File: src/rtl/mem_arbiter.sv
// Two-port (fetch / data) arbiter in front of a single main-memory port.
// Accepts one request per cycle, issues it for one cycle, returns the response one cycle later.
module mem_arbiter #(
  parameter logic [31:0] OFFSET       = 32'h80020000,
  parameter int unsigned MEMORY_DEPTH = 1048576,
  parameter int unsigned STARVE_LIMIT = 3
) (
  input  logic        clk,
  input  logic        reset,
  input  logic        if_req,
  input  logic [31:0] if_addr,
  output logic        if_gnt,
  output logic        if_rvalid,
  output logic [31:0] if_rdata,
  output logic        if_err,
  input  logic        dm_req,
  input  logic        dm_we,
  input  logic [31:0] dm_addr,
  input  logic [31:0] dm_wdata,
  input  logic [1:0]  dm_size,
  output logic        dm_gnt,
  output logic        dm_done,
  output logic [31:0] dm_rdata,
  output logic        dm_err,
  output logic [31:0] mem_address,
  output logic [31:0] mem_data_in,
  output logic [1:0]  mem_access_size,
  output logic        mem_write_enable,
  input  logic [31:0] mem_data_out
);

  localparam int unsigned SW = (STARVE_LIMIT < 4) ? 2 : $clog2(STARVE_LIMIT + 1);
  localparam logic [SW-1:0] STARVE_MAX = SW'(STARVE_LIMIT);
  localparam logic [33:0] LAST_BYTE = 34'(OFFSET) + 34'(MEMORY_DEPTH) - 34'd1;
  localparam logic [1:0] SIZE_WORD = 2'b11;

  // A request is legal when sized, aligned and fully inside the memory window.
  function automatic logic is_legal(input logic [31:0] addr, input logic [1:0] size);
    logic [2:0]  nb;
    logic        aligned;
    logic [33:0] last;
    nb      = 3'd1;
    aligned = 1'b0;
    case (size)
      2'b01:   begin nb = 3'd1; aligned = 1'b1; end
      2'b10:   begin nb = 3'd2; aligned = ~addr[0]; end
      2'b11:   begin nb = 3'd4; aligned = (addr[1:0] == 2'b00); end
      default: begin nb = 3'd1; aligned = 1'b0; end
    endcase
    last = {2'b00, addr} + 34'(nb) - 34'd1;
    return aligned && (addr >= OFFSET) && (last <= LAST_BYTE);
  endfunction

  logic [SW-1:0] starve_cnt;
  logic          iss_valid;
  logic          iss_dm;
  logic          iss_err;
  logic [1:0]    iss_size;
  logic          we_q;

  logic          acc_valid;
  logic          acc_legal;
  logic          acc_we;
  logic [31:0]   acc_addr;
  logic [31:0]   acc_wdata;
  logic [1:0]    acc_size;
  logic [31:0]   rd_ext;

  // Data port wins contention unless the fetch port has lost STARVE_LIMIT times in a row.
  assign if_gnt = ~reset & if_req & (~dm_req | (starve_cnt == STARVE_MAX));
  assign dm_gnt = ~reset & dm_req & ~if_gnt;

  // Reset kills an in-flight write before it reaches memory.
  assign mem_write_enable = we_q & ~reset;

  always_comb begin
    acc_valid = if_gnt | dm_gnt;
    acc_addr  = if_addr;
    acc_size  = SIZE_WORD;
    acc_we    = 1'b0;
    acc_wdata = 32'd0;
    if (dm_gnt) begin
      acc_addr  = dm_addr;
      acc_size  = dm_size;
      acc_we    = dm_we;
      acc_wdata = dm_we ? dm_wdata : 32'd0;
    end
    acc_legal = is_legal(acc_addr, acc_size);
  end

  always_comb begin
    case (iss_size)
      2'b01:   rd_ext = {24'd0, mem_data_out[7:0]};
      2'b10:   rd_ext = {16'd0, mem_data_out[15:0]};
      default: rd_ext = mem_data_out;
    endcase
  end

  // Issue stage: illegal requests travel down the pipe but leave memory idle.
  always_ff @(posedge clk) begin
    if (reset) begin
      starve_cnt      <= '0;
      iss_valid       <= 1'b0;
      iss_dm          <= 1'b0;
      iss_err         <= 1'b0;
      iss_size        <= SIZE_WORD;
      we_q            <= 1'b0;
      mem_address     <= 32'd0;
      mem_data_in     <= 32'd0;
      mem_access_size <= SIZE_WORD;
    end else begin
      if (if_gnt) begin
        starve_cnt <= '0;
      end else if (if_req && (starve_cnt != STARVE_MAX)) begin
        starve_cnt <= starve_cnt + SW'(1);
      end
      iss_valid <= acc_valid;
      iss_dm    <= dm_gnt;
      iss_err   <= ~acc_legal;
      iss_size  <= acc_size;
      if (acc_valid && acc_legal) begin
        mem_address     <= acc_addr;
        mem_data_in     <= acc_wdata;
        mem_access_size <= acc_size;
        we_q            <= acc_we;
      end else begin
        mem_address     <= 32'd0;
        mem_data_in     <= 32'd0;
        mem_access_size <= SIZE_WORD;
        we_q            <= 1'b0;
      end
    end
  end

  // Response stage: capture memory data for the issuing port; rdata holds between responses.
  always_ff @(posedge clk) begin
    if (reset) begin
      if_rvalid <= 1'b0;
      if_err    <= 1'b0;
      if_rdata  <= 32'd0;
      dm_done   <= 1'b0;
      dm_err    <= 1'b0;
      dm_rdata  <= 32'd0;
    end else begin
      if_rvalid <= iss_valid & ~iss_dm;
      if_err    <= iss_valid & ~iss_dm & iss_err;
      dm_done   <= iss_valid & iss_dm;
      dm_err    <= iss_valid & iss_dm & iss_err;
      if (iss_valid && !iss_dm) begin
        if_rdata <= iss_err ? 32'd0 : mem_data_out;
      end
      if (iss_valid && iss_dm) begin
        dm_rdata <= (iss_err || we_q) ? 32'd0 : rd_ext;
      end
    end
  end

endmodule

File: config.mk
export PLATFORM = sky130hd
export DESIGN_NAME = mem_arbiter
export DESIGN_NICKNAME = d
export VERILOG_FILES = /design/src/rtl/mem_arbiter.sv
export SDC_FILE = /design/constraint.sdc
export NUM_CORES = 1
export LEC_CHECK = 0
export BUFFER_PORTS_ARGS = -buffer_cell sky130_fd_sc_hd__clkbuf_2
export CAP_MARGIN = 5
export CORE_MARGIN = 8
export CORE_UTILIZATION = 30
export CTS_CLUSTER_DIAMETER = 60
export CTS_CLUSTER_SIZE = 28
export DETAILED_ROUTE_END_ITERATION = 8
export PLACE_DENSITY = 0.58
export SLEW_MARGIN = 25
export SYNTH_ARGS = -nofsm -noshare
export SYNTH_HDL_FRONTEND = slang
export SYNTH_SLANG_ARGS = --single-unit
File: constraint.sdc
create_clock -name clk -period 4.8 [get_ports clk]
set_input_delay 0.24 -clock clk [delete_from_list [all_inputs] [get_ports clk]]
set_output_delay 0.24 -clock clk [all_outputs]
set_load 0.05 [all_outputs]
Word-level counts from Yosys, hierarchy flattened
Cells that the tools add are included.
{"block": "word_totals", "in_bits": 135, "output_inout_bits": 137, "reg_bits": 142}
{"block": "classes", "n_reduce_logical": 13, "n_eq_ne": 7, "add_sub_neg": 3, "n_mux": 7, "order_cmp": 2, "bitwise": 20}
{"op": "32-bit two-way mux", "count": 3}
{"op": "32-bit case mux with 2 select lines", "count": 1}
{"op": "34-bit by 32-bit less-or-equal comparator with 1-bit output (second input constant)", "count": 1}
{"op": "33-bit by 1-bit subtractor with 34-bit output (second input constant)", "count": 1}
{"op": "32-bit by 3-bit adder with 33-bit output", "count": 1}
{"op": "32-bit greater-or-equal comparator (second input constant)", "count": 1}
{"op": "1-bit AND", "count": 9}
{"op": "1-bit NOT", "count": 9}
{"op": "2-bit == test (second input constant)", "count": 4}
{"op": "1-bit logical AND", "count": 6}
{"op": "3-bit case mux with 2 select lines", "count": 1}
{"op": "2-bit by 1-bit == test with 1-bit output (second input constant)", "count": 2}
{"op": "2-bit OR reduction", "count": 2}
{"op": "4-bit OR reduction", "count": 1}
{"op": "1-bit case mux with 3 select lines", "count": 1}
{"op": "3-bit OR reduction", "count": 1}
{"op": "2-bit by 1-bit adder with 2-bit output (second input constant)", "count": 1}
{"op": "2-bit logical NOT", "count": 1}
{"op": "2-bit two-way mux", "count": 1}
{"op": "2-bit inequality test (second input constant)", "count": 1}
{"op": "1-bit OR", "count": 2}
{"op": "1-bit logical NOT", "count": 1}
{"op": "1-bit logical OR", "count": 1}

Depth between registers and ports, before layout
Gate-level depths: netlist of the first run.
{"block": "depth", "depth_word": 15, "depth_mapped": 22, "depth_no_buf": 19}

Worst setup path before layout of the first run
OpenSTA, ideal clock, no wires.
{"block": "synth_path", "path_kind": "reg-to-reg", "start": "register starve_cnt[0]", "end": "register mem_address[20]", "path_stages_with_launch": 19, "t_arrival_ns": 4.694, "slack_ns": 0.036, "required_ns": 4.730, "synth_period_minus_slack_ns": 4.764, "setup_ns": 0.070, "path_cell_list": "dfxtp_1 -> ha_1 -> nand2_1 -> nand2_1 -> buf_1 -> clkbuf_1 -> mux2i_1 -> inv_1 -> ha_1 -> or3b_1 -> a311oi_2 -> nor3_1 -> a221o_1 -> nor4b_2 -> nand4_1 -> nor4_4 -> nand4_2 -> buf_6 -> a21oi_2"}
{"block": "synth_via", "word_cells_on_any_way": 24, "classes_between": "add/sub (2); order compare (2); eq/ne (4); mux (4); bitwise (7); reduce/logical (5)"}
{"item": "start: declaration", "line_no": "54", "rtl": "logic [SW-1:0] starve_cnt;"}
{"item": "start signal: assignment", "line_no": "115", "rtl": "starve_cnt <= starve_cnt + SW'(1);"}
{"item": "2-bit == test (*)", "line_no": "70", "rtl": "assign if_gnt = ~reset & if_req & (~dm_req | (starve_cnt == STARVE_MAX));"}
{"item": "1-bit OR (*)", "line_no": "70"}
{"item": "1-bit AND (*)", "line_no": "70"}
{"item": "1-bit NOT (*)", "line_no": "71", "rtl": "assign dm_gnt = ~reset & dm_req & ~if_gnt;"}
{"item": "1-bit AND (*)", "line_no": "71"}
{"item": "32-bit two-way mux (*)", "line_no": "82", "rtl": "if (dm_gnt) begin"}
{"item": "via acc_addr[19]", "line_no": "64", "rtl": "logic [31:0] acc_addr;"}
{"item": "32-bit by 3-bit adder with 33-bit output", "line_no": "50", "rtl": "last = {2'b00, addr} + 34'(nb) - 34'd1;"}
{"item": "33-bit by 1-bit subtractor with 34-bit output", "line_no": "50"}
{"item": "34-bit by 32-bit less-or-equal comparator with 1-bit output", "line_no": "51", "rtl": "return aligned && (addr >= OFFSET) && (last <= LAST_BYTE);"}
{"item": "1-bit logical AND (*)", "line_no": "51"}
{"item": "1-bit logical AND (*)", "line_no": "121", "rtl": "if (acc_valid && acc_legal) begin"}
{"item": "1-bit NOT (no line) (*)"}
{"item": "2-bit OR reduction (no line) (*)"}
{"item": "end signal: assignment", "line_no": "122", "rtl": "mem_address <= acc_addr;"}
{"item": "end: declaration", "line_no": "25", "rtl": "output logic [31:0] mem_address,"}
Mark *: on every way through the listed nets, which the timed path passes. The rest lies on a longest branch.
A chain may end at the register's enable or synchronous reset.

Worst setup path in the final report of the first run
{"block": "layout_path", "start": "register starve_cnt[0]", "end": "register mem_data_in[13]"}
{"block": "layout_via", "word_cells_on_any_way": 25, "classes_between": "add/sub (2); order compare (2); eq/ne (4); mux (4); bitwise (8); reduce/logical (5)"}
{"item": "2-bit == test (*)", "line_no": "70"}
{"item": "1-bit OR (*)", "line_no": "70"}
{"item": "1-bit AND (*)", "line_no": "70"}
{"item": "1-bit NOT (*)", "line_no": "71"}
{"item": "1-bit AND (*)", "line_no": "71"}
{"item": "32-bit two-way mux (*)", "line_no": "82"}
{"item": "via acc_addr[12]", "line_no": "64"}
{"item": "32-bit by 3-bit adder with 33-bit output", "line_no": "50"}
{"item": "33-bit by 1-bit subtractor with 34-bit output", "line_no": "50"}
{"item": "34-bit by 32-bit less-or-equal comparator with 1-bit output", "line_no": "51"}
{"item": "1-bit logical AND (*)", "line_no": "51"}
{"item": "1-bit logical AND (*)", "line_no": "121"}
{"item": "1-bit NOT (no line) (*)"}
{"item": "4-bit OR reduction (no line) (*)"}
{"item": "end signal: assignment", "line_no": "123", "rtl": "mem_data_in <= acc_wdata;"}
{"item": "end: declaration", "line_no": "26", "rtl": "output logic [31:0] mem_data_in,"}
Marks and branches as above.

==> flow_metrics.tcl, run 1 <==
set metrics [dict create \
    drv_slew 0 \
    route.met3.wl_um 1450 \
    finClkSkew_ps 10.0 \
    path_cells "ha_1, nand2_1, nand2_2, buf_12, mux2i_1, inv_1, ha_1, nand4bb_1, nor4_1, o211ai_1, nand3_1, nand2_1, a21o_1, nor4_4, buf_4, a31o_4, and4_1" \
    met2_length_um 12800 \
    io_buffers 271 \
    cts_tree "built" \
    r2r_cells 17 \
    via_per_inst 4.98 \
    syn_avg_cell_area_um2 9.54 \
    core_area_um2 24200 \
    seqPwrFrac 0.375 \
    synth-edff-count 0 \
    intPower_w 0.00221 \
    r2r-start "starve_cnt[0]$_SDFFE_PP0P_" \
    htreeDepth 4 \
    power_density_nw_per_um2 328 \
    synth_cell_types 75 \
    chipWidth_um 173 \
    final.period_utilization 0.929 \
    finalSetupViolCount 0 \
    cts_sinks 142 \
    wl_um 26100 \
    grt_pass1_wl_um 40100 \
    numCtsBuffers 17 \
    async_reset_ff_frac 0 \
    dpl.hpwl_um 20300 \
    finalWorstSetupSlack_ps 343 \
    startpoint "starve_cnt[0]$_SDFFE_PP0P_" \
    synth_cells 771 \
    pin_count 272 \
    yosys_warnings 0 \
    gp_congestion 0.912 \
    antenna_found_initial 2 \
    path_depth 17 \
    start_util 0.304 \
    cts_buffer_depth 2 \
    drc_errors 0 \
    cp_slowest_cell "nor4_1" \
    status "complete, no violations" \
    timing.fmax_mhz 224 \
    ys_ff_latch 142 \
    timing.rr.end "mem_data_in[13]$_SDFF_PP0_" \
    clk_pin_slew_ps 70 \
    ys_seq_area_frac 0.387 \
    drt-met1-wl_um 11300 \
    root_buffer "clkbuf_16" \
    first_global_vias 6979 \
    wl_per_cell_um 18.7 \
    hold_violations 0 \
    crit_family "simple AND/OR/NAND/NOR gates" \
    hold_ws_ps 42.5 \
    grt_use_total 0.167 \
    slowest_delay_ps 460 \
    grt-ovfl-total 0 \
    ant_nets 0 \
    cap_viol_max_count 0 \
    clkLatencyLatePin_ps 420 \
    syn_nets 968 \
    rrSetupSlack_ps 340 \
    dr_total_vias 6956 \
    final_nets 1255 \
    cp-endpoint "mem_data_in[13]$_SDFF_PP0_" \
    crit_fanout 31 \
    required_ps 5160 \
    path_class "reg2reg" \
    synth_ff_type "dfxtp_1" \
    die_h_um 173 \
    dr.pass1.iters 5 \
    dp_slack_ps 90.0 \
    swShare 0.317 \
    syn_area_um2 7350 \
    min_path_type "in2reg" \
    cp_num_buf_inv 3 \
    leakagePower_nw 4.68 \
    maxSlewHeadroom 0.303 \
    drive_gt1_frac 0.372 \
    crit_path_start_kind "flip-flop" \
    p_comb_frac 0.221 \
    setup.worst_path.end_class "flip-flop" \
    drt-initial-drc-count 446 \
    min_period_ps 4460 \
    max-vdd-ir-drop_uv 152 \
    rows 57 \
    syn_to_final_growth_pct 33.9 \
    grt_max_degree 42 \
    highest_layer "met5" \
    tightestPinTransition_ps 1050 \
    fp.dieArea_um2 29800 \
    arrival_ps 4810 \
    switching_power_w 0.00102 \
    p_clk_frac 0.404 \
]
==> stage by stage <==
step	setup TNS, ps	std cells	utilization	cell area (um^2)	power (W)
after floorplan	0	771	-	7350	0.00171
after global placement	0	1360	0.380	9180	0.00193
after detailed placement	0	1360	0.380	9180	0.00193
after CTS	0	1392	0.403	9750	0.00326
after global routing	-8.19	1396	0.407	9850	0.00340
final	0	1396	0.407	9850	0.00323
==> cells by family after synthesis <==
kind of cell,share of synthesized area
adders and majority gates,0.107
DFF,0.387
buffers and inverters,0.0553
xor gates and xnor gates,0.00596
muxes,0.0463
and+or+nand+nor,0.189
AOI/OAI and AO/OA,0.210
==> layer usage <==
metal  up-vias  global-route usage
met3        26              0.0396
li1       3413                   -
met2       241               0.290
met1      3274               0.197
met5         -                   0
met4         2              0.0616
==> cells in the final DEF (no fill, tap or decap), types with 25 or more instances in the layout <==
cell      instances
mux2i_1          26
inv_1            53
clkbuf_2        271
a21oi_1          25
a22oi_1          32
nor2_1           57
a21oi_2          31
and4_1           33
dfxtp_1         142
ha_1             61
buf_4            33
a22o_1           32
==> sequential cells by signal, summed over array words and instances, names as in the netlist <==
register         flops
mem_data_in         32
dm_rdata            32
if_rvalid            1
iss_dm               1
iss_err              1
mem_address         32
starve_cnt           2
dm_done              1
iss_size             2
we_q                 1
iss_valid            1
if_err               1
if_rdata            32
dm_err               1
mem_access_size      2
==> Yosys cell counts, types with 3 or more instances <==
library cell	count	area share
and4_1	33	0.039
a22o_1	32	0.038
mux2i_1	34	0.046
buf_6	7	0.011
a31oi_1	5	0.0043
nor2_1	58	0.030
or2_2	3	0.0026
a21boi_0	5	0.0051
o211ai_1	5	0.0051
a22oi_1	32	0.033
o31ai_1	4	0.0041
nor3_1	11	0.0075
a211oi_1	4	0.0041
nand2_1	18	0.0092
or3_1	5	0.0043
a21o_1	5	0.0051
and2_1	6	0.0051
a21oi_2	30	0.036
nor4_1	10	0.0085
clkbuf_1	25	0.013
nand3b_1	3	0.0031
nand3_1	10	0.0068
dfxtp_1	142	0.39
nor2b_1	22	0.019
o22ai_1	3	0.0026
buf_2	4	0.0027
o21ai_0	22	0.015
o21a_1	6	0.0061
nor3b_1	3	0.0031
a221o_1	3	0.0041
or4_1	3	0.0031
inv_1	53	0.027
nand2b_1	16	0.014
nand4_1	7	0.0060
xnor2_1	4	0.0048
a21oi_1	26	0.018
ha_1	61	0.10
and3_1	4	0.0034
==> power by group through the flow <==
stage / clock (W) / combinational (W) / sequential (W)
3_3_place_gp: 0 / 0.000694 / 0.00124
4_1_cts: 0.00135 / 0.000696 / 0.00121
3_5_place_dp: 0 / 0.000692 / 0.00124
2_1_floorplan: 0 / 0.000409 / 0.00130
5_1_grt: 0.00141 / 0.000783 / 0.00121
6_report: 0.00131 / 0.000715 / 0.00121
==> worst min path at each step <==
stage / depth (start not counted) / startpoint / to
6_report: 2 / mem_data_out[10] / if_rdata[10]$_SDFFE_PP0P_
5_1_grt: 2 / mem_data_out[2] / if_rdata[2]$_SDFFE_PP0P_
4_1_cts: 2 / mem_data_out[10] / if_rdata[10]$_SDFFE_PP0P_
3_5_place_dp: 1 / if_rdata[25]$_SDFFE_PP0P_ / if_rdata[25]$_SDFFE_PP0P_
3_3_place_gp: 2 / starve_cnt[1]$_SDFFE_PP0P_ / starve_cnt[1]$_SDFFE_PP0P_
2_1_floorplan: 1 / reset / dm_done$_SDFF_PP0_
==> area by class of cell <==
class | instances | area [um^2]
Antenna cell | 1 | 2.50
Clock buffer | 19 | 443
Clock inverter | 13 | 128
Fill cell | 2469 | 14300
Inverter | 54 | 203
Multi-Input combinational cell | 538 | 4200
Sequential cell | 142 | 2840
Tap cell | 324 | 405
Timing Repair Buffer | 305 | 1620
==> what timing repair did <==
| item | CTS | global route |
|---|---|---|
| setup buffers | 0 | 2 |
| resized for setup | 0 | 18 |
| hold buffers | 0 | 0 |
| setup endpoints to repair | 0 | 67 |
(Power assumes the default switching activity.)
==> inputs of run 2 (changes only) <==
--- a/config.mk
+++ b/config.mk
@@ -12,6 +12,8 @@
 export CTS_CLUSTER_DIAMETER = 60
 export CTS_CLUSTER_SIZE = 28
 export DETAILED_ROUTE_END_ITERATION = 8
+export GPL_TIMING_DRIVEN = 1
+export HOLD_SLACK_MARGIN = 0.1
 export PLACE_DENSITY = 0.58
 export SLEW_MARGIN = 25
 export SYNTH_ARGS = -nofsm -noshare
==> run 2 against run 1 <==
Non-clock buffer count increased by 66. Via count rose by 3.5%. Utilization grew 2.7 points. Largest cell class unchanged.
==> flow_metrics.tcl, run 2 (synthesized netlist as in run 1, its figures left out) <==
set metrics [dict create \
    clkLatencyLatePin_ps 420 \
    numCtsBuffers 17 \
    syn_to_final_growth_pct 42.8 \
    place_inst 1360 \
    wl_um 26700 \
    drive_gt1_frac 0.350 \
    cts_tree "built" \
    htreeDepth 4 \
    start_util 0.304 \
    maxSlewHeadroom 0.318 \
    clk_pin_slew_ps 60 \
    slowest_delay_ps 540 \
    max-vdd-ir-drop_uv 152 \
    cts_sinks 142 \
    min_period_ps 4410 \
    grt_max_degree 42 \
    arrival_ps 4750 \
    tns_ps 0 \
    drv_slew 0 \
    path_class "reg2reg" \
    grt_pass1_wl_um 40900 \
    status "complete, no violations" \
    hold_start "if_req" \
    via_per_inst 4.92 \
    hold-path-cell-count 3 \
    setup.worst_path.end_class "flip-flop" \
    total_power_w 0.00327 \
    chipWidth_um 173 \
    hold_violations 0 \
    ant_nets 0 \
    cp_num_buf_inv 1 \
    grt_use_total 0.170 \
    final_cell_mix "clkbuf_2, dfxtp_1, dlygate4sd3_1" \
    r2r-start "starve_cnt[0]$_SDFFE_PP0P_" \
    path_cells "ha_1, nand2_1, nand2_2, buf_12, mux2i_2, ha_1, and2_1, o21ai_0, nand4_1, nor4_2, nor4_1, or4_1, a21boi_2, a31o_4, and4_1" \
    cap_viol_max_count 0 \
    final_common_cell "clkbuf_2" \
    pin_count 272 \
    r2r_cells 15 \
    hold_ws_ps 141 \
    grt-ovfl-total 0 \
    dpl-instance-area_um2 9180 \
    finClkSkew_ps 10.6 \
    rows 57 \
    power_density_nw_per_um2 312 \
    cts_buffer_depth 2 \
    min_path_type "in2reg" \
    dr.pass1.iters 8 \
    path_depth 15 \
    cp_slowest_cell "or4_1" \
    finalSetupViolCount 0 \
    required_ps 5150 \
    final.period_utilization 0.918 \
    root_buffer "clkbuf_16" \
    dpl.hpwl_um 20300 \
    crit_fanout 31 \
    startpoint "starve_cnt[0]$_SDFFE_PP0P_" \
    drc_errors 0 \
    tightestPinTransition_ps 1020 \
    cpMostUsedCell "ha_1" \
    io_buffers 271 \
    finish.instance_area_um2 10500 \
    first_global_vias 7253 \
    crit_path_start_kind "flip-flop" \
    crit_family "simple AND/OR/NAND/NOR gates" \
    timing.fmax_mhz 227 \
    finalNonFillerCells 1462 \
    dr_total_vias 7197 \
    leakagePower_nw 4.96 \
    gp_congestion 0.912 \
    wl_per_cell_um 18.3 \
    final_nets 1321 \
    fp.dieArea_um2 29800 \
    die_h_um 173 \
    drt-initial-drc-count 446 \
    core_area_um2 24200 \
    antenna_found_initial 2 \
]
## run 2: cell types whose count changed in the layout (fill, tap and decap cells not counted)
cell	previous run	this run
dlygate4sd3_1	0	66
mux2i_2	7	8
mux2i_4	1	0
## run 2: cell type report
| class | count | area [um^2] |
|---|---|---|
| multi-input cells | 538 | 4190 |
| clock buffers | 19 | 443 |
| diodes | 1 | 2.50 |
| well taps | 324 | 405 |
| repair buffers | 371 | 2280 |
| inverters | 54 | 203 |
| flip-flops and latches | 142 | 2840 |
| fillers | 2394 | 13700 |
| clock inverters | 13 | 128 |
## run 2: power by group
part	switching [W]	internal (W)
clock	0.000569	0.000738
sequential	0.0000116	0.00120
combinational	0.000452	0.000305
total	0.00103	0.00224
## run 2: worst register-to-register path, delay by kind of cell (launching register included)
family | cells | cell delay [ps]
AO/OA/AOI/OAI | 3 | 770
adder cells (fa/ha/maj) | 2 | 580
buffers and inverters | 1 | 260
flip-flops | 1 | 360
multiplexers | 1 | 450
AND/OR/NAND/NOR | 8 | 1950
## run 2: final timing paths
kind / endpoint / slack, ps
worst max-delay path: mem_data_in[1]$_SDFF_PP0_ / 390
worst max register to register: mem_data_in[1]$_SDFF_PP0_ / 390
worst min register to register: if_rdata[4]$_SDFFE_PP0P_ / 480
worst min-delay path: starve_cnt[0]$_SDFFE_PP0P_ / 140
## run 2: what timing repair did
action,in CTS,in global routing
setup buffers,0,2
setup endpoints to repair,0,67
hold endpoints to repair,94,0
hold buffers,66,0
resized for setup,0,17
## run 2: per-stage QoR
step / setup WS, ps / util
final: 392 / 0.434
after global routing: -4.83 / 0.434
after CTS: 59.3 / 0.431
after detailed placement: 90.0 / 0.380
after global placement: 150 / 0.380
after floorplan: 36.2 / -
## run 2: metal layers
| layer | vias to the layer above | GRT usage | wire [um] |
|---|---|---|---|
| li1 | 3549 | - | - |
| met1 | 3376 | 0.197 | 11300 |
| met2 | 238 | 0.295 | 13100 |
| met3 | 32 | 0.0414 | 1570 |
| met4 | 2 | 0.0696 | 683 |
| met5 | - | 0 | 18 |
